<file path="src/rtl/nanorv32_irq_ctrl.sv">
// rtl/nanorv32_irq_ctrl.sv - edge-triggered interrupt controller with single irq/ack/reti handshake
// Optional macro NANORV32_IRQ_SYNC_EN adds a 2-flop synchronizer on irq_src.
module nanorv32_irq_ctrl #(
  parameter int NB_IRQ = 16,
  parameter int ID_W   = 5
) (
  input  logic              clk,
  input  logic              rst_n,
  input  logic [NB_IRQ-1:0] i_irq_src,
  output logic              o_irq,
  output logic [ID_W-1:0]   o_irq_id,
  input  logic              i_irq_ack,
  input  logic              i_reti_done,
  input  logic              i_reg_sel,
  input  logic              i_reg_wr,
  input  logic [1:0]        i_reg_addr,
  input  logic [31:0]       i_reg_wdata,
  output logic [31:0]       o_reg_rdata
);

  typedef enum logic [1:0] {
    S_IDLE   = 2'd0,
    S_REQ    = 2'd1,
    S_ACTIVE = 2'd2
  } state_t;

  state_t            r_state;
  logic              r_irq;
  logic [ID_W-1:0]   r_irq_id;
  logic [31:0]       r_rdata;
  logic [NB_IRQ-1:0] r_enable;
  logic [NB_IRQ-1:0] r_pending;
  logic [NB_IRQ-1:0] r_src_prev;

  logic [NB_IRQ-1:0] w_src;
  logic [NB_IRQ-1:0] w_rise;
  logic [NB_IRQ-1:0] w_cand;
  logic [NB_IRQ-1:0] w_wdata;
  logic [NB_IRQ-1:0] w_set;
  logic [NB_IRQ-1:0] w_clr;
  logic [NB_IRQ-1:0] w_pend_next;
  logic [ID_W-1:0]   w_sel;
  logic [31:0]       w_rd_mux;
  logic              w_wr;
  logic              w_unused;

`ifdef NANORV32_IRQ_SYNC_EN
  logic [NB_IRQ-1:0] r_sync1;
  logic [NB_IRQ-1:0] r_sync2;

  always_ff @(posedge clk or negedge rst_n) begin
    if (!rst_n) begin
      r_sync1 <= '0;
      r_sync2 <= '0;
    end else begin
      r_sync1 <= i_irq_src;
      r_sync2 <= r_sync1;
    end
  end

  assign w_src = r_sync2;
`else
  assign w_src = i_irq_src;
`endif

  assign w_unused = &{1'b0, i_reg_wdata};
  assign w_wdata  = i_reg_wdata[NB_IRQ-1:0];
  assign w_wr     = i_reg_sel && i_reg_wr;
  assign w_rise   = w_src & ~r_src_prev;
  assign w_cand   = r_pending & r_enable;

  // Sets (edges, SWSET) are applied after clears so a same-cycle set wins.
  assign w_set = w_rise | ((w_wr && i_reg_addr == 2'd3) ? w_wdata : '0);
  assign w_clr = ((w_wr && i_reg_addr == 2'd1) ? w_wdata : '0)
               | ((r_state == S_REQ && i_irq_ack) ? (NB_IRQ'(1) << r_irq_id) : '0);
  assign w_pend_next = (r_pending & ~w_clr) | w_set;

  always_comb begin
    w_sel = '0;
    for (int i = NB_IRQ - 1; i >= 0; i--) begin
      if (w_cand[i]) w_sel = ID_W'(i);
    end
  end

  always_comb begin
    w_rd_mux = '0;
    case (i_reg_addr)
      2'd0: w_rd_mux[NB_IRQ-1:0] = r_enable;
      2'd1: w_rd_mux[NB_IRQ-1:0] = r_pending;
      2'd2: begin
        w_rd_mux[9:8]      = r_state;
        w_rd_mux[ID_W-1:0] = r_irq_id;
      end
      default: w_rd_mux = '0;
    endcase
  end

  always_ff @(posedge clk or negedge rst_n) begin
    if (!rst_n) begin
      r_state    <= S_IDLE;
      r_irq      <= 1'b0;
      r_irq_id   <= '0;
      r_rdata    <= '0;
      r_enable   <= '0;
      r_pending  <= '0;
      r_src_prev <= '0;
    end else begin
      r_src_prev <= w_src;
      r_pending  <= w_pend_next;
      if (w_wr && i_reg_addr == 2'd0) r_enable <= w_wdata;
      if (i_reg_sel && !i_reg_wr) r_rdata <= w_rd_mux;

      case (r_state)
        S_IDLE: begin
          if (|w_cand) begin
            r_irq_id <= w_sel;
            r_irq    <= 1'b1;
            r_state  <= S_REQ;
          end
        end
        S_REQ: begin
          if (i_irq_ack) begin
            r_irq   <= 1'b0;
            r_state <= S_ACTIVE;
          end
        end
        S_ACTIVE: begin
          if (i_reti_done) r_state <= S_IDLE;
        end
        default: begin
          r_irq   <= 1'b0;
          r_state <= S_IDLE;
        end
      endcase
    end
  end

  assign o_irq       = r_irq;
  assign o_irq_id    = r_irq_id;
  assign o_reg_rdata = r_rdata;

endmodule

</file>
<file path="config.mk">
export PLATFORM = sky130hd
export DESIGN_NAME = nanorv32_irq_ctrl
export DESIGN_NICKNAME = d
export VERILOG_FILES = /design/src/rtl/nanorv32_irq_ctrl.sv
export SDC_FILE = /design/constraint.sdc
export NUM_CORES = 1
export LEC_CHECK = 0
export ABC_CLOCK_PERIOD_IN_PS = 2000
export CORE_AREA = 2 2 122 124
export CTS_CLUSTER_DIAMETER = 150
export CTS_CLUSTER_SIZE = 10
export DETAILED_ROUTE_END_ITERATION = 7
export DIE_AREA = 0 0 124 126
export PLACE_DENSITY_LB_ADDON = 0.1
export SETUP_SLACK_MARGIN = 0.1
export SLEW_MARGIN = 20
export SYNTH_ARGS = -nofsm -noshare
export SYNTH_HDL_FRONTEND = slang
export SYNTH_SLANG_ARGS = --single-unit
</file>
<file path="constraint.sdc">
create_clock -name clk -period 2 [get_ports clk]
set_input_delay 0.4 -clock clk [delete_from_list [all_inputs] [get_ports clk]]
set_output_delay 0.4 -clock clk [all_outputs]
set_load 0.02 [all_outputs]
</file>
==> metrics.md <==
| Metric | Value |
|---|---|
| CP max stage cell | clkdlybuf4s50_1 |
| Max clock buf depth | 2 |
| Via count | about 2600 |
| Most instantiated library cell after synthesis | dfrtp_1 |
| WP data required | 1.60 ns |
| CP Cell Sequence | clkdlybuf4s50_1 |
| Final setup fails | 0 |
| Area Growth Syn to Fin | 33.70% |
| Drt total wl | 9810 um |
| Synth warn | 0 |
| Setup Buffers After CTS | 0 |
| Final Net Count | 464 |
| Clock Pin Slew Worst Setup and Hold Paths | 0.06 ns |
| # H-tree levels | 3 |
| Commonest cells post-synth | 71 x dfrtp_1, 54 x nand2_1, 23 x a21oi_1 |
| Final non-filler cell total | 597 |
| Mapped cell area | 0.003501 mm2 |
| Synth top area cells | dfrtp_1 51%, nand2_1 5.8%, mux2_2 5.1% |
| Root Buffer | clkbuf_16 |
| Gr usage total | 0.1325 |
| Largest stage delay, worst path | approximately 0.64 ns |
| Clk_skew | 0.006418 ns |
| Antenna Violating Nets Remaining | 0 |
| TritonCTS buffer count | 9 |
| Port bufs | 60 |
| Sequential area share after synthesis | 0.5075 |
| Unique masters post-synth | 46 |
| Vias in the first global route | 2610 |
| Crit start category | flip-flop |
| Post-synth EDFFs | 0 |
| Global-route wire length before repair | 15050 um |
| DP Wirelength | about 7000 um |
| #FFs+latches synth | a little over 70 |
| Routed length per instance | 16.43 um |
| Clk_lat worst skew | about 0.34 ns |
| Leak | 2.014 nW |
| Post-route cell area | 0.004681 mm2 |
| Drc violations | 0 |
| Top-area cell type share of the netlist area | 0.5075 |
| Ant diodes | 0 |
| Clock sink total | 71 |
| Post-route clock period utilization | 0.9253 |
| Number of I/O pins | 94 |
| Fraction of registers with async set or reset after synthesis | 1.000 |
| GRT overflow | 0 |
| Leading area contributor after synthesis | dfrtp_1 |
| Row count | 44 |
| Initial core utilization | 0.2446 |
| Class of the worst hold path | primary input to async pin |
| Cell family with most CP delay | buffers and inverters |
| Filler cell count | 1470 |
| Placed Area | 0.004390 mm2 |
| Multi-input gate area | about 0.0015 mm2 |
| Outcome | complete, no violations |
| Fin util | 0.3270 |
| Pins over their slew limit | 0 |
| Crit end category | output pin |
| Syn avg cell area | 10.61 um2 |
| Fin Setup TNS | 0 ns |
| Vias per Instance | 4.400 |
| Max frequency | 0.5404 GHz |
| CP Class | flip-flop to output pin |
| Arrival time worst endpoint | 1.45 ns |
| PnR Total Power | 5.166 mW |
| DIE WIDTH | between 100 and 150 um |
| Max-cap violations | 0 |
| Period minus WS final | between 1.5 and 2 ns |
| Antenna violations before repair | 0 |
| Area of the core | 0.01431 mm2 |
| Final GP Congestion | between 0.7 and 0.8 |
| Peak VDD IR | between 0.0004 and 0.0005 V |
| Cells after Synth | 330 |
| Prevailing post-synth register cell | dfrtp_1 |
| First drt pass iteration count | 4 |
| CTS tree | built |
| Die height | 126 um |
| Layout cells sized above 1 | 0.1671 |
| WP buf/inv | 1 |
| Initial DRC Count | 92 |
| Unrepaired setup endpoints after global routing | false |
| Die area | 0.01562 mm2 |
| Placed Instances | 581 |
| Pwr/cell area | roughly 1100 mW/mm2 |
| CP max FO | 7 |
| Final hold vios | 0 |
| Largest net degree at the start of global routing | 72 |
| Register area | 0.001777 mm2 |
-- layer usage --
metal / routed length [um] / global-route usage / vias to the layer above
li1: - / - / 1299
met1: 4732 / 0.1831 / 1242
met2: 4299 / 0.1913 / 70
met3: 538 / 0.03261 / 16
met4: 240 / 0.06675 / 0
met5: 0 / 0 / -
-- final timing paths --
check / from / end / slack (ns) / cells after the start
worst max-delay path: o_irq_id[1] / o_irq_id[1] / 0.15 / 1
worst min-delay path: rst_n / r_src_prev[0] / 0.04 / 2
worst max register to register: r_pending[14] / o_irq_id[2] / 0.29 / 5
worst min register to register: o_reg_rdata[10] / o_reg_rdata[10] / 0.48 / 2
max in group asynchronous: rst_n / o_irq / 1.55 / 2
min in group clk: o_reg_rdata[10] / o_reg_rdata[10] / 0.48 / 2
-- power breakdown --
group	switching, mW	leakage [nW]	internal (mW)
logic	0.812	1.05	0.704
clock network	0.618	0.146	0.994
registers	0.324	0.819	1.71
total	1.75	2.01	3.41
-- layout by cell type, fill, tap and decap left out, types with 2 or more instances in the layout --
cell | netlist | layout
clkdlybuf4s50_1 | 0 | 58
nand4_2 | 2 | 2
o21ai_0 | 20 | 20
inv_1 | 14 | 14
mux2_2 | 16 | 16
a221o_1 | 6 | 6
buf_4 | 19 | 15
mux2i_1 | 16 | 16
clkbuf_1 | 4 | 2
clkinv_2 | 0 | 3
nor2b_1 | 14 | 14
o31ai_1 | 2 | 2
conb_1 | 1 | 17
nand2_1 | 54 | 54
a22oi_1 | 5 | 5
a221oi_2 | 4 | 4
a21oi_1 | 23 | 23
clkbuf_16 | 0 | 9
buf_12 | 0 | 4
a22oi_2 | 3 | 3
o211ai_1 | 6 | 6
nand2b_1 | 5 | 5
nor2_1 | 8 | 8
dfrtp_1 | 71 | 71
a221oi_1 | 3 | 3
nand3_1 | 7 | 7
-- flip-flops by register name (all words and copies together), names as in the netlist --
| signal | flops |
|---|---|
| r_pending | 16 |
| r_enable | 16 |
| r_src_prev | 16 |
| r_state | 2 |
| o_irq | 1 |
| o_irq_id | 4 |
| o_reg_rdata | 16 |
-- layout make-up --
class,count,area share
flip-flops and latches,71,0.3796
inverters,14,0.01123
clock inverters,4,0.009623
multi-input cells,233,0.3296
repair buffers,79,0.1681
well taps,184,0.04918
clock buffers,12,0.05266
-- through the flow --
stage / hold slack [ns] / setup WS, ns
6_report: 0.03959 / 0.1494
5_1_grt: 0.1097 / 0.1041
4_1_cts: 0.1015 / 0.1131
3_5_place_dp: 0.4730 / -0.005554
3_3_place_gp: 0.4639 / -0.005077
2_1_floorplan: 0.1044 / 0.4962
-- cells by family (layout without fill, tap and decap cells) --
logic type | after synthesis | after routing | synth area share
buffers and inverters | 42 | 109 | 0.06898
DFF | 71 | 71 | 0.5075
AOI/OAI and AO/OA | 82 | 82 | 0.1698
and+or+nand+nor | 102 | 102 | 0.1555
muxes | 32 | 32 | 0.09721
other | 1 | 17 | 0.001071
-- repair_timing --
item / in CTS / in global routing
endpoints found under the setup margin: 1 / 0
hold buffers: 0 / 0
gates resized for setup: 1 / 0
Power figures use the tool's default switching activity.
